`src/rtl/kamacore_pkg.sv`:
```
// kamacore shared types: decoded EX operation encoding, iterative unit
// states, helper classifiers and constants used by the execute stage.
package kamacore_pkg;

  typedef enum logic [4:0] {
    OP_ADD    = 5'd0,
    OP_SUB    = 5'd1,
    OP_SLL    = 5'd2,
    OP_SLT    = 5'd3,
    OP_SLTU   = 5'd4,
    OP_XOR    = 5'd5,
    OP_SRL    = 5'd6,
    OP_SRA    = 5'd7,
    OP_OR     = 5'd8,
    OP_AND    = 5'd9,
    OP_LUI    = 5'd10,
    OP_MUL    = 5'd16,
    OP_MULH   = 5'd17,
    OP_MULHSU = 5'd18,
    OP_MULHU  = 5'd19,
    OP_DIV    = 5'd20,
    OP_DIVU   = 5'd21,
    OP_REM    = 5'd22,
    OP_REMU   = 5'd23
  } ex_op_t;

  typedef enum logic [1:0] {
    IT_IDLE = 2'd0,
    IT_RUN  = 2'd1,
    IT_DONE = 2'd2
  } iter_state_t;

  localparam int                  MAX_XLEN  = 64;
  localparam logic [MAX_XLEN-1:0] DIV0_QUOT = '1;
  localparam logic [4:0]          REG_ZERO  = 5'd0;

  function automatic logic is_mul(input ex_op_t op);
    return op inside {OP_MUL, OP_MULH, OP_MULHSU, OP_MULHU};
  endfunction

  function automatic logic is_div(input ex_op_t op);
    return op inside {OP_DIV, OP_DIVU, OP_REM, OP_REMU};
  endfunction

endpackage

```
`src/rtl/kamacore_muldiv_iter.sv`:
```
// Iterative RV32M/RV64M unit: IDLE/RUN/DONE FSM with a down-counter, a
// shift-add multiplier retiring MUL_STEP bits per cycle and a restoring
// radix-2 divider. The divider only exists when KAMACORE_EX_DIV_EN is defined.
module kamacore_muldiv_iter
  import kamacore_pkg::*;
#(
  parameter int XLEN     = 32,
  parameter int MUL_STEP = 1
) (
  input  logic            clk,
  input  logic            rst,
  input  logic            flush_i,
  input  logic            start_i,
  input  ex_op_t          op_i,
  input  logic [XLEN-1:0] a_i,
  input  logic [XLEN-1:0] b_i,
  input  logic            ack_i,
  output logic            idle_o,
  output logic            busy_o,
  output logic            done_o,
  output logic [XLEN-1:0] result_o
);

  localparam int               CNT_W   = $clog2(XLEN) + 1;
  localparam logic [CNT_W-1:0] MUL_CNT = CNT_W'(XLEN / MUL_STEP);
  localparam logic [CNT_W-1:0] CNT_ONE = CNT_W'(1);

  iter_state_t         state_q, state_d;
  logic [CNT_W-1:0]    cnt_q, cnt_d;
  ex_op_t              op_q, op_d;
  logic [2*XLEN-1:0]   acc_q, acc_d;
  logic [2*XLEN-1:0]   mcand_q, mcand_d;
  logic [XLEN-1:0]     mplier_q, mplier_d;
  logic [2*XLEN-1:0]   aext, mul_init, mul_acc_step;
  logic [XLEN-1:0]     mul_res;
  logic                start_ok;

`ifdef KAMACORE_EX_DIV_EN
  localparam logic [CNT_W-1:0] DIV_CNT = CNT_W'(XLEN);
  localparam logic [XLEN-1:0]  SMIN    = {1'b1, {(XLEN-1){1'b0}}};

  logic [XLEN-1:0] orig_a_q, orig_a_d;
  logic [XLEN-1:0] rem_q, rem_d;
  logic [XLEN-1:0] quo_q, quo_d;
  logic [XLEN-1:0] dvsr_q, dvsr_d;
  logic            negq_q, negq_d, negr_q, negr_d;
  logic            div0_q, div0_d, ovf_q, ovf_d;
  logic            div_sgn, a_neg, b_neg, div_zero_in, div_ovf_in;
  logic [XLEN:0]   div_shift, div_diff;
  logic [XLEN-1:0] quo_fix, rem_fix, div_res;
`endif

  assign idle_o = (state_q == IT_IDLE);
  assign busy_o = (state_q == IT_RUN);
  assign done_o = (state_q == IT_DONE);

`ifdef KAMACORE_EX_DIV_EN
  assign start_ok = start_i && (is_mul(op_i) || is_div(op_i));
`else
  assign start_ok = start_i && is_mul(op_i);
`endif

  // Operand conditioning at start: sign/zero-extend the multiplicand and
  // pre-load the correction term that makes a signed multiplier work with
  // an unsigned bit-serial walk (sext(b) = b - b[msb]*2^XLEN).
  always_comb begin
    aext     = (op_i inside {OP_MULH, OP_MULHSU}) ? {{XLEN{a_i[XLEN-1]}}, a_i}
                                                  : {{XLEN{1'b0}}, a_i};
    mul_init = ((op_i == OP_MULH) && b_i[XLEN-1]) ? -(aext << XLEN) : '0;
  end

  // One multiplier iteration: add the shifted multiplicand for each of the
  // MUL_STEP low multiplier bits.
  always_comb begin
    mul_acc_step = acc_q;
    for (int k = 0; k < MUL_STEP; k++) begin
      if (mplier_q[k]) begin
        mul_acc_step = mul_acc_step + (mcand_q << k);
      end
    end
  end

`ifdef KAMACORE_EX_DIV_EN
  // Divider operand signs, special cases and one restoring step.
  always_comb begin
    div_sgn     = op_i inside {OP_DIV, OP_REM};
    a_neg       = div_sgn && a_i[XLEN-1];
    b_neg       = div_sgn && b_i[XLEN-1];
    div_zero_in = (b_i == '0);
    div_ovf_in  = div_sgn && (a_i == SMIN) && (b_i == '1);
    div_shift   = {rem_q, quo_q[XLEN-1]};
    div_diff    = div_shift - {1'b0, dvsr_q};
  end
`endif

  // Next-state logic for the FSM, counter and datapath registers.
  always_comb begin
    state_d  = state_q;
    cnt_d    = cnt_q;
    op_d     = op_q;
    acc_d    = acc_q;
    mcand_d  = mcand_q;
    mplier_d = mplier_q;
`ifdef KAMACORE_EX_DIV_EN
    orig_a_d = orig_a_q;
    rem_d    = rem_q;
    quo_d    = quo_q;
    dvsr_d   = dvsr_q;
    negq_d   = negq_q;
    negr_d   = negr_q;
    div0_d   = div0_q;
    ovf_d    = ovf_q;
`endif
    unique case (state_q)
      IT_IDLE: begin
        if (start_ok) begin
          op_d    = op_i;
          state_d = IT_RUN;
          if (is_mul(op_i)) begin
            acc_d    = mul_init;
            mcand_d  = aext;
            mplier_d = b_i;
            cnt_d    = MUL_CNT;
          end
`ifdef KAMACORE_EX_DIV_EN
          else begin
            orig_a_d = a_i;
            negq_d   = a_neg ^ b_neg;
            negr_d   = a_neg;
            div0_d   = div_zero_in;
            ovf_d    = div_ovf_in;
            rem_d    = '0;
            quo_d    = a_neg ? -a_i : a_i;
            dvsr_d   = b_neg ? -b_i : b_i;
            cnt_d    = (div_zero_in || div_ovf_in) ? CNT_ONE : DIV_CNT;
          end
`endif
        end
      end
      IT_RUN: begin
        cnt_d = cnt_q - CNT_ONE;
        if (is_mul(op_q)) begin
          acc_d    = mul_acc_step;
          mcand_d  = mcand_q << MUL_STEP;
          mplier_d = mplier_q >> MUL_STEP;
        end
`ifdef KAMACORE_EX_DIV_EN
        else begin
          rem_d = div_diff[XLEN] ? div_shift[XLEN-1:0] : div_diff[XLEN-1:0];
          quo_d = {quo_q[XLEN-2:0], ~div_diff[XLEN]};
        end
`endif
        if (cnt_q == CNT_ONE) begin
          state_d = IT_DONE;
        end
      end
      IT_DONE: begin
        if (ack_i) begin
          state_d = IT_IDLE;
        end
      end
      default: state_d = IT_IDLE;
    endcase
  end

  // State register; flush abandons the operation and clears the counter.
  always_ff @(posedge clk) begin
    if (rst) begin
      state_q  <= IT_IDLE;
      cnt_q    <= '0;
      op_q     <= OP_ADD;
      acc_q    <= '0;
      mcand_q  <= '0;
      mplier_q <= '0;
`ifdef KAMACORE_EX_DIV_EN
      orig_a_q <= '0;
      rem_q    <= '0;
      quo_q    <= '0;
      dvsr_q   <= '0;
      negq_q   <= 1'b0;
      negr_q   <= 1'b0;
      div0_q   <= 1'b0;
      ovf_q    <= 1'b0;
`endif
    end else if (flush_i) begin
      state_q <= IT_IDLE;
      cnt_q   <= '0;
    end else begin
      state_q  <= state_d;
      cnt_q    <= cnt_d;
      op_q     <= op_d;
      acc_q    <= acc_d;
      mcand_q  <= mcand_d;
      mplier_q <= mplier_d;
`ifdef KAMACORE_EX_DIV_EN
      orig_a_q <= orig_a_d;
      rem_q    <= rem_d;
      quo_q    <= quo_d;
      dvsr_q   <= dvsr_d;
      negq_q   <= negq_d;
      negr_q   <= negr_d;
      div0_q   <= div0_d;
      ovf_q    <= ovf_d;
`endif
    end
  end

  // Final result selection: low/high product half, or signed-corrected
  // quotient/remainder with the divide-by-zero and overflow overrides.
  always_comb begin
    mul_res = (op_q == OP_MUL) ? acc_q[XLEN-1:0] : acc_q[2*XLEN-1:XLEN];
`ifdef KAMACORE_EX_DIV_EN
    quo_fix = negq_q ? -quo_q : quo_q;
    rem_fix = negr_q ? -rem_q : rem_q;
    if (div0_q) begin
      quo_fix = DIV0_QUOT[XLEN-1:0];
      rem_fix = orig_a_q;
    end else if (ovf_q) begin
      quo_fix = orig_a_q;
      rem_fix = '0;
    end
    div_res  = (op_q inside {OP_REM, OP_REMU}) ? rem_fix : quo_fix;
    result_o = is_div(op_q) ? div_res : mul_res;
`else
    result_o = mul_res;
`endif
  end

endmodule

```
`src/rtl/kamacore_stage_ex_mc.sv`:
```
// kamacore multi-cycle execute stage: single-cycle ALU, iterative mul/div
// unit, valid/ready output register exported as a forwarding source.
// KAMACORE_EX_DIV_EN enables the divider; without it DIV-family ops finish
// in one cycle with result 0 and out_tag[0] set as an illegal-op flag.
module kamacore_stage_ex_mc
  import kamacore_pkg::*;
#(
  parameter int XLEN     = 32,
  parameter int TAG_W    = 8,
  parameter int MUL_STEP = 1
) (
  input  logic             clk,
  input  logic             rst,
  input  logic             flush,
  input  logic             in_valid,
  output logic             in_ready,
  input  ex_op_t           in_op,
  input  logic [XLEN-1:0]  in_rs1,
  input  logic [XLEN-1:0]  in_rs2,
  input  logic [4:0]       in_rd,
  input  logic [TAG_W-1:0] in_tag,
  output logic             out_valid,
  input  logic             out_ready,
  output logic [XLEN-1:0]  out_result,
  output logic [4:0]       out_rd,
  output logic [TAG_W-1:0] out_tag,
  output logic             busy,
  output logic             fwd_valid,
  output logic [4:0]       fwd_rd,
  output logic [XLEN-1:0]  fwd_data
);

  localparam int SHW = $clog2(XLEN);
`ifdef KAMACORE_EX_DIV_EN
  localparam bit DIV_EN = 1'b1;
`else
  localparam bit DIV_EN = 1'b0;
`endif

  logic             out_valid_q, out_valid_d;
  logic [XLEN-1:0]  out_result_q, out_result_d;
  logic [4:0]       out_rd_q, out_rd_d;
  logic [TAG_W-1:0] out_tag_q, out_tag_d;
  logic [4:0]       pend_rd_q, pend_rd_d;
  logic [TAG_W-1:0] pend_tag_q, pend_tag_d;

  logic             it_idle, it_busy, it_done, it_start, it_ack;
  logic [XLEN-1:0]  it_result, alu_res;
  logic [TAG_W-1:0] alu_tag;
  logic [SHW-1:0]   shamt;
  logic             in_is_iter, accept, alu_load, it_load;

  kamacore_muldiv_iter #(
    .XLEN     (XLEN),
    .MUL_STEP (MUL_STEP)
  ) u_iter (
    .clk      (clk),
    .rst      (rst),
    .flush_i  (flush),
    .start_i  (it_start),
    .op_i     (in_op),
    .a_i      (in_rs1),
    .b_i      (in_rs2),
    .ack_i    (it_ack),
    .idle_o   (it_idle),
    .busy_o   (it_busy),
    .done_o   (it_done),
    .result_o (it_result)
  );

  // Handshake: accept only when the iterative unit is idle and the output
  // register is free or draining this cycle; flush blocks acceptance.
  always_comb begin
    in_is_iter = is_mul(in_op) || (DIV_EN && is_div(in_op));
    it_ack     = !out_valid_q || out_ready;
    in_ready   = !flush && it_idle && it_ack;
    accept     = in_valid && in_ready;
    it_start   = accept && in_is_iter;
    alu_load   = accept && !in_is_iter;
    it_load    = it_done && it_ack && !flush;
  end

  // Single-cycle ALU; DIV-family ops land here only when the divider is absent.
  always_comb begin
    shamt   = in_rs2[SHW-1:0];
    alu_res = '0;
    alu_tag = in_tag;
    unique case (in_op)
      OP_ADD:  alu_res = in_rs1 + in_rs2;
      OP_SUB:  alu_res = in_rs1 - in_rs2;
      OP_SLL:  alu_res = in_rs1 << shamt;
      OP_SLT:  alu_res = XLEN'($signed(in_rs1) < $signed(in_rs2));
      OP_SLTU: alu_res = XLEN'(in_rs1 < in_rs2);
      OP_XOR:  alu_res = in_rs1 ^ in_rs2;
      OP_SRL:  alu_res = in_rs1 >> shamt;
      OP_SRA:  alu_res = $unsigned($signed(in_rs1) >>> shamt);
      OP_OR:   alu_res = in_rs1 | in_rs2;
      OP_AND:  alu_res = in_rs1 & in_rs2;
      OP_LUI:  alu_res = in_rs2;
      default: alu_res = '0;
    endcase
    if (!DIV_EN && is_div(in_op)) begin
      alu_tag[0] = 1'b1;
    end
  end

  // Output register next state: an ALU load or an iterative completion
  // wins over draining, so a consume and a refill can share a cycle.
  always_comb begin
    out_valid_d  = out_valid_q;
    out_result_d = out_result_q;
    out_rd_d     = out_rd_q;
    out_tag_d    = out_tag_q;
    pend_rd_d    = pend_rd_q;
    pend_tag_d   = pend_tag_q;
    if (it_start) begin
      pend_rd_d  = in_rd;
      pend_tag_d = in_tag;
    end
    if (alu_load) begin
      out_valid_d  = 1'b1;
      out_result_d = alu_res;
      out_rd_d     = in_rd;
      out_tag_d    = alu_tag;
    end else if (it_load) begin
      out_valid_d  = 1'b1;
      out_result_d = it_result;
      out_rd_d     = pend_rd_q;
      out_tag_d    = pend_tag_q;
    end else if (out_ready) begin
      out_valid_d = 1'b0;
    end
  end

  // EX/MEM register; flush only needs to drop the valid bit.
  always_ff @(posedge clk) begin
    if (rst) begin
      out_valid_q  <= 1'b0;
      out_result_q <= '0;
      out_rd_q     <= REG_ZERO;
      out_tag_q    <= '0;
      pend_rd_q    <= REG_ZERO;
      pend_tag_q   <= '0;
    end else if (flush) begin
      out_valid_q <= 1'b0;
    end else begin
      out_valid_q  <= out_valid_d;
      out_result_q <= out_result_d;
      out_rd_q     <= out_rd_d;
      out_tag_q    <= out_tag_d;
      pend_rd_q    <= pend_rd_d;
      pend_tag_q   <= pend_tag_d;
    end
  end

  assign out_valid  = out_valid_q;
  assign out_result = out_result_q;
  assign out_rd     = out_rd_q;
  assign out_tag    = out_tag_q;
  assign busy       = it_busy;
  assign fwd_valid  = out_valid_q && (out_rd_q != REG_ZERO);
  assign fwd_rd     = out_rd_q;
  assign fwd_data   = out_result_q;

endmodule

```
`config.mk`:
```
export PLATFORM = sky130hd
export DESIGN_NAME = kamacore_stage_ex_mc
export DESIGN_NICKNAME = d
export VERILOG_FILES = /design/src/rtl/kamacore_pkg.sv /design/src/rtl/kamacore_muldiv_iter.sv /design/src/rtl/kamacore_stage_ex_mc.sv
export SDC_FILE = /design/constraint.sdc
export NUM_CORES = 1
export LEC_CHECK = 0
export CAP_MARGIN = 10
export CELL_PAD_IN_SITES_DETAIL_PLACEMENT = 0
export CELL_PAD_IN_SITES_GLOBAL_PLACEMENT = 1
export CORE_MARGIN = 10
export CORE_UTILIZATION = 40
export CTS_CLUSTER_DIAMETER = 150
export DETAILED_ROUTE_END_ITERATION = 6
export HOLD_SLACK_MARGIN = 0.1
export PLACE_DENSITY = 0.88
export SLEW_MARGIN = 0
export SYNTH_ARGS = -nofsm -noshare
export SYNTH_HDL_FRONTEND = slang
export SYNTH_SLANG_ARGS = --single-unit
```
`constraint.sdc`:
```
create_clock -name clk -period 4.2 [get_ports clk]
set_clock_uncertainty 0.2 [all_clocks]
set_input_delay 0.63 -clock clk [delete_from_list [all_inputs] [get_ports clk]]
set_output_delay 0.63 -clock clk [all_outputs]
set_load 0.005 [all_outputs]
```
== Word-level counts from Yosys, hierarchy flattened ==
Index checks and enable logic that the tools add are counted.

* Register bits after elaboration: 232
* Input bits: 87
* Logic and storage cells: 123

* $add $sub $neg: 5
* Order comparisons: 2
* Eq/ne operators: 31
* Shift operators: 3
* Multiplexer cells: 34
* Bitwise gates (word level): 4
* Reductions and logical operators: 32

{| class="wikitable"
|+ Operators by type and width
! operator !! count
|-
| 64-bit 2-to-1 mux || 9
|-
| 32-bit one-hot mux with 11 select lines || 1
|-
| 64-bit one-hot mux with 2 select lines || 2
|-
| 32-bit 2-to-1 mux || 6
|-
| 64-bit adder || 1
|-
| 32-bit < comparator || 2
|-
| 64-bit negation || 1
|-
| 32-bit one-hot mux with 2 select lines || 1
|-
| 5-bit equality test (second input constant) || 12
|-
| 32-bit adder || 1
|-
| 32-bit bitwise AND || 1
|-
| 32-bit OR || 1
|-
| 32-bit by 5-bit left shift with 32-bit output || 1
|-
| 32-bit by 5-bit right shift with 32-bit output || 1
|-
| 32-bit by 5-bit >>> shifter with 32-bit output || 1
|-
| 32-bit subtractor || 1
|-
| 32-bit bitwise XOR || 1
|-
| 5-bit by 3-bit equality test with 1-bit output (second input constant) || 4
|-
| 8-bit 2-to-1 mux || 2
|-
| 5-bit by 4-bit equality test with 1-bit output (second input constant) || 3
|-
| 6-bit 2-to-1 mux || 2
|-
| 2-bit by 1-bit inequality test with 1-bit output (second input constant) || 6
|-
| 6-bit one-hot mux with 2 select lines || 1
|-
| 4-bit nonzero test || 3
|-
| 24 further kinds || 47
|}

== Depth between registers and ports, before layout ==
* Depth after elaboration: 8
* Gate-level depth with buffers: 15
* Depth with buffers taken out: 13

== Hierarchy ==
From an unflattened synthesis, not the netlist that was laid out.

* Cell total of the unflattened synthesis: 3342
* Area total of the unflattened synthesis: 24390.9 sq um

{| class="wikitable"
|+ Modules (own cells, without submodules)
! module !! instances !! cells each !! area each (sq um) !! seq. area each (sq um)
|-
| kamacore_stage_ex_mc || 1 || 1797 || 12575.8 || 1181.1
|-
| kamacore_muldiv_iter || 1 || 1545 || 11815.1 || 3463.3
|}

== Worst setup path before layout ==
OpenSTA, ideal clock, no wires.

* Path type: input -> register
* From: in in_rs2[2]
* To: reg out_result_q[28] (netlist: fwd_data[28])
* Arrival time: 3930 ps
* Data required time: 3872 ps
* Slack: -57 ps
* Stages on the path: 15
* Path buffers: 4
* Cell sequence: clkbuf_1 inv_2 buf_2 buf_1 ha_1 clkbuf_1 nand2b_1 a21oi_1 nor2b_1 o311ai_1 a211oi_1 nor3_1 mux2_2 a221oi_1 a21oi_1

* Cells in the longest elaborated chain, start to end: 3
* Elaborated cells between the ends (all ways): 7

{| class="wikitable"
|+ Ends and longest elaborated chain
! what !! line !! RTL
|-
| start, declared || kamacore_stage_ex_mc.sv:19 || <nowiki>input logic [XLEN-1:0] in_rs2,</nowiki>
|-
| 32-bit subtractor (tied with other cells) || kamacore_stage_ex_mc.sv:90 || <nowiki>OP_SUB: alu_res = in_rs1 - in_rs2;</nowiki>
|-
| 32-bit one-hot mux with 11 select lines * || kamacore_stage_ex_mc.sv:88 || <nowiki>unique case (in_op)</nowiki>
|-
| 32-bit 2-to-1 mux * || kamacore_stage_ex_mc.sv:120 || <nowiki>if (alu_load) begin</nowiki>
|-
| end signal, assigned || kamacore_stage_ex_mc.sv:148 || <nowiki>out_result_q <= out_result_d;</nowiki>
|-
| end, declared || kamacore_stage_ex_mc.sv:41 || <nowiki>logic [XLEN-1:0] out_result_q, out_result_d;</nowiki>
|}

Every way passes the cells marked *; elsewhere a longest branch is shown, timed or not.
A chain may end at the register's enable or synchronous reset.

== Worst setup path after layout ==
* From: in in_rs2[6]
* To: reg out_result_q[23] (netlist: fwd_data[23])

* Cells in the longest elaborated chain, start to end: 3
* Elaborated cells between the ends (all ways): 4

{| class="wikitable"
|+ Ends and longest elaborated chain
! what !! line
|-
| 32-bit subtractor / 32-bit adder (equally long branches) || kamacore_stage_ex_mc.sv:90, kamacore_stage_ex_mc.sv:89
|-
| 32-bit one-hot mux with 11 select lines * || kamacore_stage_ex_mc.sv:88
|-
| 32-bit 2-to-1 mux * || kamacore_stage_ex_mc.sv:120
|}

Marked as above.

==> metrics.yaml <==
status:
  status: "complete, no violations"
routing:
  wl_met2_um: 48600
  top_layer_used: "met4"
  wl_per_cell_um: 27.1
  drt_wl_total_um: 116000
  first_iter_violations: 3492
  via_per_inst: 6.41
  drc: 0
  ant_nets: 0
  vias: 27333
  wl_met3_um: 13200
  wl_met1_um: 47100
  dr.pass1.iters: 7
worst_setup_path:
  r2r-start: "u_iter.acc_q[0]$_SDFFE_PP0P_"
  critPathArrivalTime_ps: 4240
  path_max_fanout: 8
  crit_type: "input port to register"
  end_kind: "register"
  cp-startpoint: "in_rs2[6]"
  cp.required_ps: 4490
  critPathLaunchType: "input port"
floorplanning:
  boundaryPins: 173
  floorplan.die.height_um: 262
  rows: 88
  die_area_um2: 68800
  die_x_um: 262
  core_um2: 57900
  initial_utilization: 0.406
power:
  cellPowerDensity_nw_per_um2: 245
  ir_worst_vdd_v: 0.000345
  p_leak_nw: 11.5
global_route:
  grt_pass1_vias: 25439
  grt_max_degree: 95
  antenna_found_initial: 0
  grt_util_all_layers: 0.316
  grt_pass1_wl_um: 170000
  grt_overflow: 0
final_layout:
  area_growth_pct: 21.4
  drive_gt1_frac: 0.143
  final_cell_mix: "nor2_1 (430), nand2_1 (380), buf_4 (321), a21oi_1 (297), dfxtp_1 (232)"
  final_common_cell: "nor2_1"
  nFillCells: 5882
  post-route-cell-area_um2: 28500
  layout.nets: 3738
yosys:
  yosysTopAreaCellShare: 0.198
  yosysUniqueCellTypes: 94
  synthTopCellsByArea: "dfxtp_1 (20%), ha_1 (9.1%), nor2_1 (6.9%), a21oi_1 (6.3%), nand2_1 (6.1%)"
  synth-seq-cells: 232
  syn-num-nets: 3508
  postSynthAreaPerCell_um2: 7.23
  yosysTopAreaCell: "dfxtp_1"
  synth.cell_area_um2: 23500
  synth-edff-count: 0
  yosysSeqAreaShare: 0.198
  synth_flop_cell: "dfxtp_1"
  async_flop_share: 0
  ys_warn_count: 0
  syn_inst: 3248
clock_tree:
  cts_max_level: 1
  postCtsSetupRepairBufs: 0
  cts-resized-gates: 0
  cts.sinks: 232
  tritoncts: "built"
  root_buffer: "clkbuf_16"
  hold_buffers: 0
  numCtsBuffers: 28
  clock_latency_ps: 630
  cts.clk_slew.worst_paths_ps: 60
  clockBufferDepth: 3
place:
  io_buffers: 172
  routabilityCongestion: 1.10
  dp_hpwl_um: 91200
  place_area_um2: 27500
sta:
  hold_viol_final: 0
  post-route-period-util: 0.939
  setup_violations: 0
  maxClockFrequency_mhz: 253
  slew_viol_final: 0
  worstMarginPinSlew_ps: 889
  final.min_clock_period_ps: 3950
  relSlewSlack: 0.401
  rsz0062_at_grt: "false"
  tns_ps: 0
job:
  max_cap_viol_count: 0
worst_hold_path:
  hp-start: "in_rs2[3]"
  hold_path.class: "input port to register"
## synth_stat cells, types with 16 or more instances
| cell | instances |
|---|---|
| a21o_1 | 60 |
| nand3_1 | 62 |
| nand4_1 | 45 |
| xnor2_1 | 68 |
| nor2b_1 | 16 |
| buf_1 | 22 |
| nand2b_1 | 34 |
| o21bai_1 | 28 |
| mux4_2 | 56 |
| nor3_1 | 116 |
| o211ai_1 | 24 |
| clkbuf_1 | 225 |
| inv_1 | 108 |
| a221oi_1 | 45 |
| a311oi_1 | 88 |
| nor4_1 | 21 |
| buf_4 | 41 |
| o21a_1 | 16 |
| xor2_1 | 24 |
| a22oi_1 | 36 |
| or3_1 | 30 |
| nand2_1 | 380 |
| a21oi_1 | 297 |
| dfxtp_1 | 232 |
| o22ai_1 | 20 |
| ha_1 | 170 |
| o21ai_0 | 149 |
| a31oi_1 | 33 |
| a211oi_1 | 37 |
| nor2_1 | 432 |
| mux2i_1 | 61 |
## layout make-up
cell class / instances / area, um^2 / area share
diodes: 1 / 2.50 / 0.0000877
clock buffers: 39 / 812 / 0.0285
clock inverters: 12 / 165 / 0.00579
inverters: 112 / 423 / 0.0148
multi-input cells: 2599 / 17200 / 0.601
flip-flops and latches: 232 / 4640 / 0.163
well taps: 765 / 957 / 0.0336
repair buffers: 505 / 4370 / 0.153
## worst paths after layout
check	end	slack, ps	cells past startpoint
setup / recovery	fwd_data[23]$_SDFFE_PP0P_	250	13
setup reg to reg	u_iter.acc_q[60]$_SDFFE_PP0P_	380	11
hold reg to reg	pend_tag_q[6]$_SDFFE_PP0P_	260	2
hold / removal	u_iter.mplier_q[3]$_SDFFE_PP0P_	130	3
## power by group
| group | switching (mW) | internal, mW | leakage, nW |
|---|---|---|---|
| combinational | 1.24 | 0.830 | 9.11 |
| sequential | 0.0460 | 2.24 | 1.88 |
| clock | 1.11 | 1.53 | 0.478 |
## layer usage
| layer | GRT usage | vias to the layer above |
|---|---|---|
| li1 | - | 12329 |
| met1 | 0.416 | 12953 |
| met2 | 0.474 | 1705 |
| met3 | 0.0775 | 346 |
| met4 | 0.155 | 0 |
| met5 | 0 | - |
## critical path, stage by stage
cell             delay [ps]
clkdlybuf4s50_1         570
inv_1                   110
ha_1                    430
nor2b_1                 100
nor4_1                  330
a211oi_1                240
nor3_1                  540
nor3_2                  110
buf_4                   180
o31ai_1                 320
nor2_1                  100
o2111a_1                250
or3_1                   340
## through the flow
step	util	instances	total power, mW	hold slack [ps]	setup WS [ps]
2_1_floorplan	-	3248	3.38	237	129
3_3_place_gp	0.476	4213	4.33	242	-188
3_5_place_dp	0.476	4213	4.32	249	-264
4_1_cts	0.493	4264	6.94	135	366
5_1_grt	0.493	4264	7.22	152	85.7
6_report	0.493	4265	7.00	132	255
## cells by family (layout without fill, tap and decap cells)
group                    after synthesis  after routing  synth area share
AND/OR/NAND/NOR                     1210           1210             0.232
AO/OA/AOI/OAI                        994            994             0.282
buffers and inverters                417            668            0.0746
flip-flops                           232            232             0.198
adder cells (fa/ha/maj)              173            173            0.0931
multiplexers                         130            130            0.0861
XOR/XNOR                              92             92            0.0343
other                                  0              1                 0
## registers in the layout, summed over array words and instances (netlist names)
signal	count
fwd_data	32
pend_rd_q	5
u_iter.mplier_q	32
fwd_rd	5
u_iter.acc_q	64
out_valid	1
u_iter.op_q	5
pend_tag_q	8
out_tag	8
u_iter.cnt_q	6
u_iter.mcand_q	64
u_iter.state_q	2
Note: power is estimated with default switching activity, not from simulation.
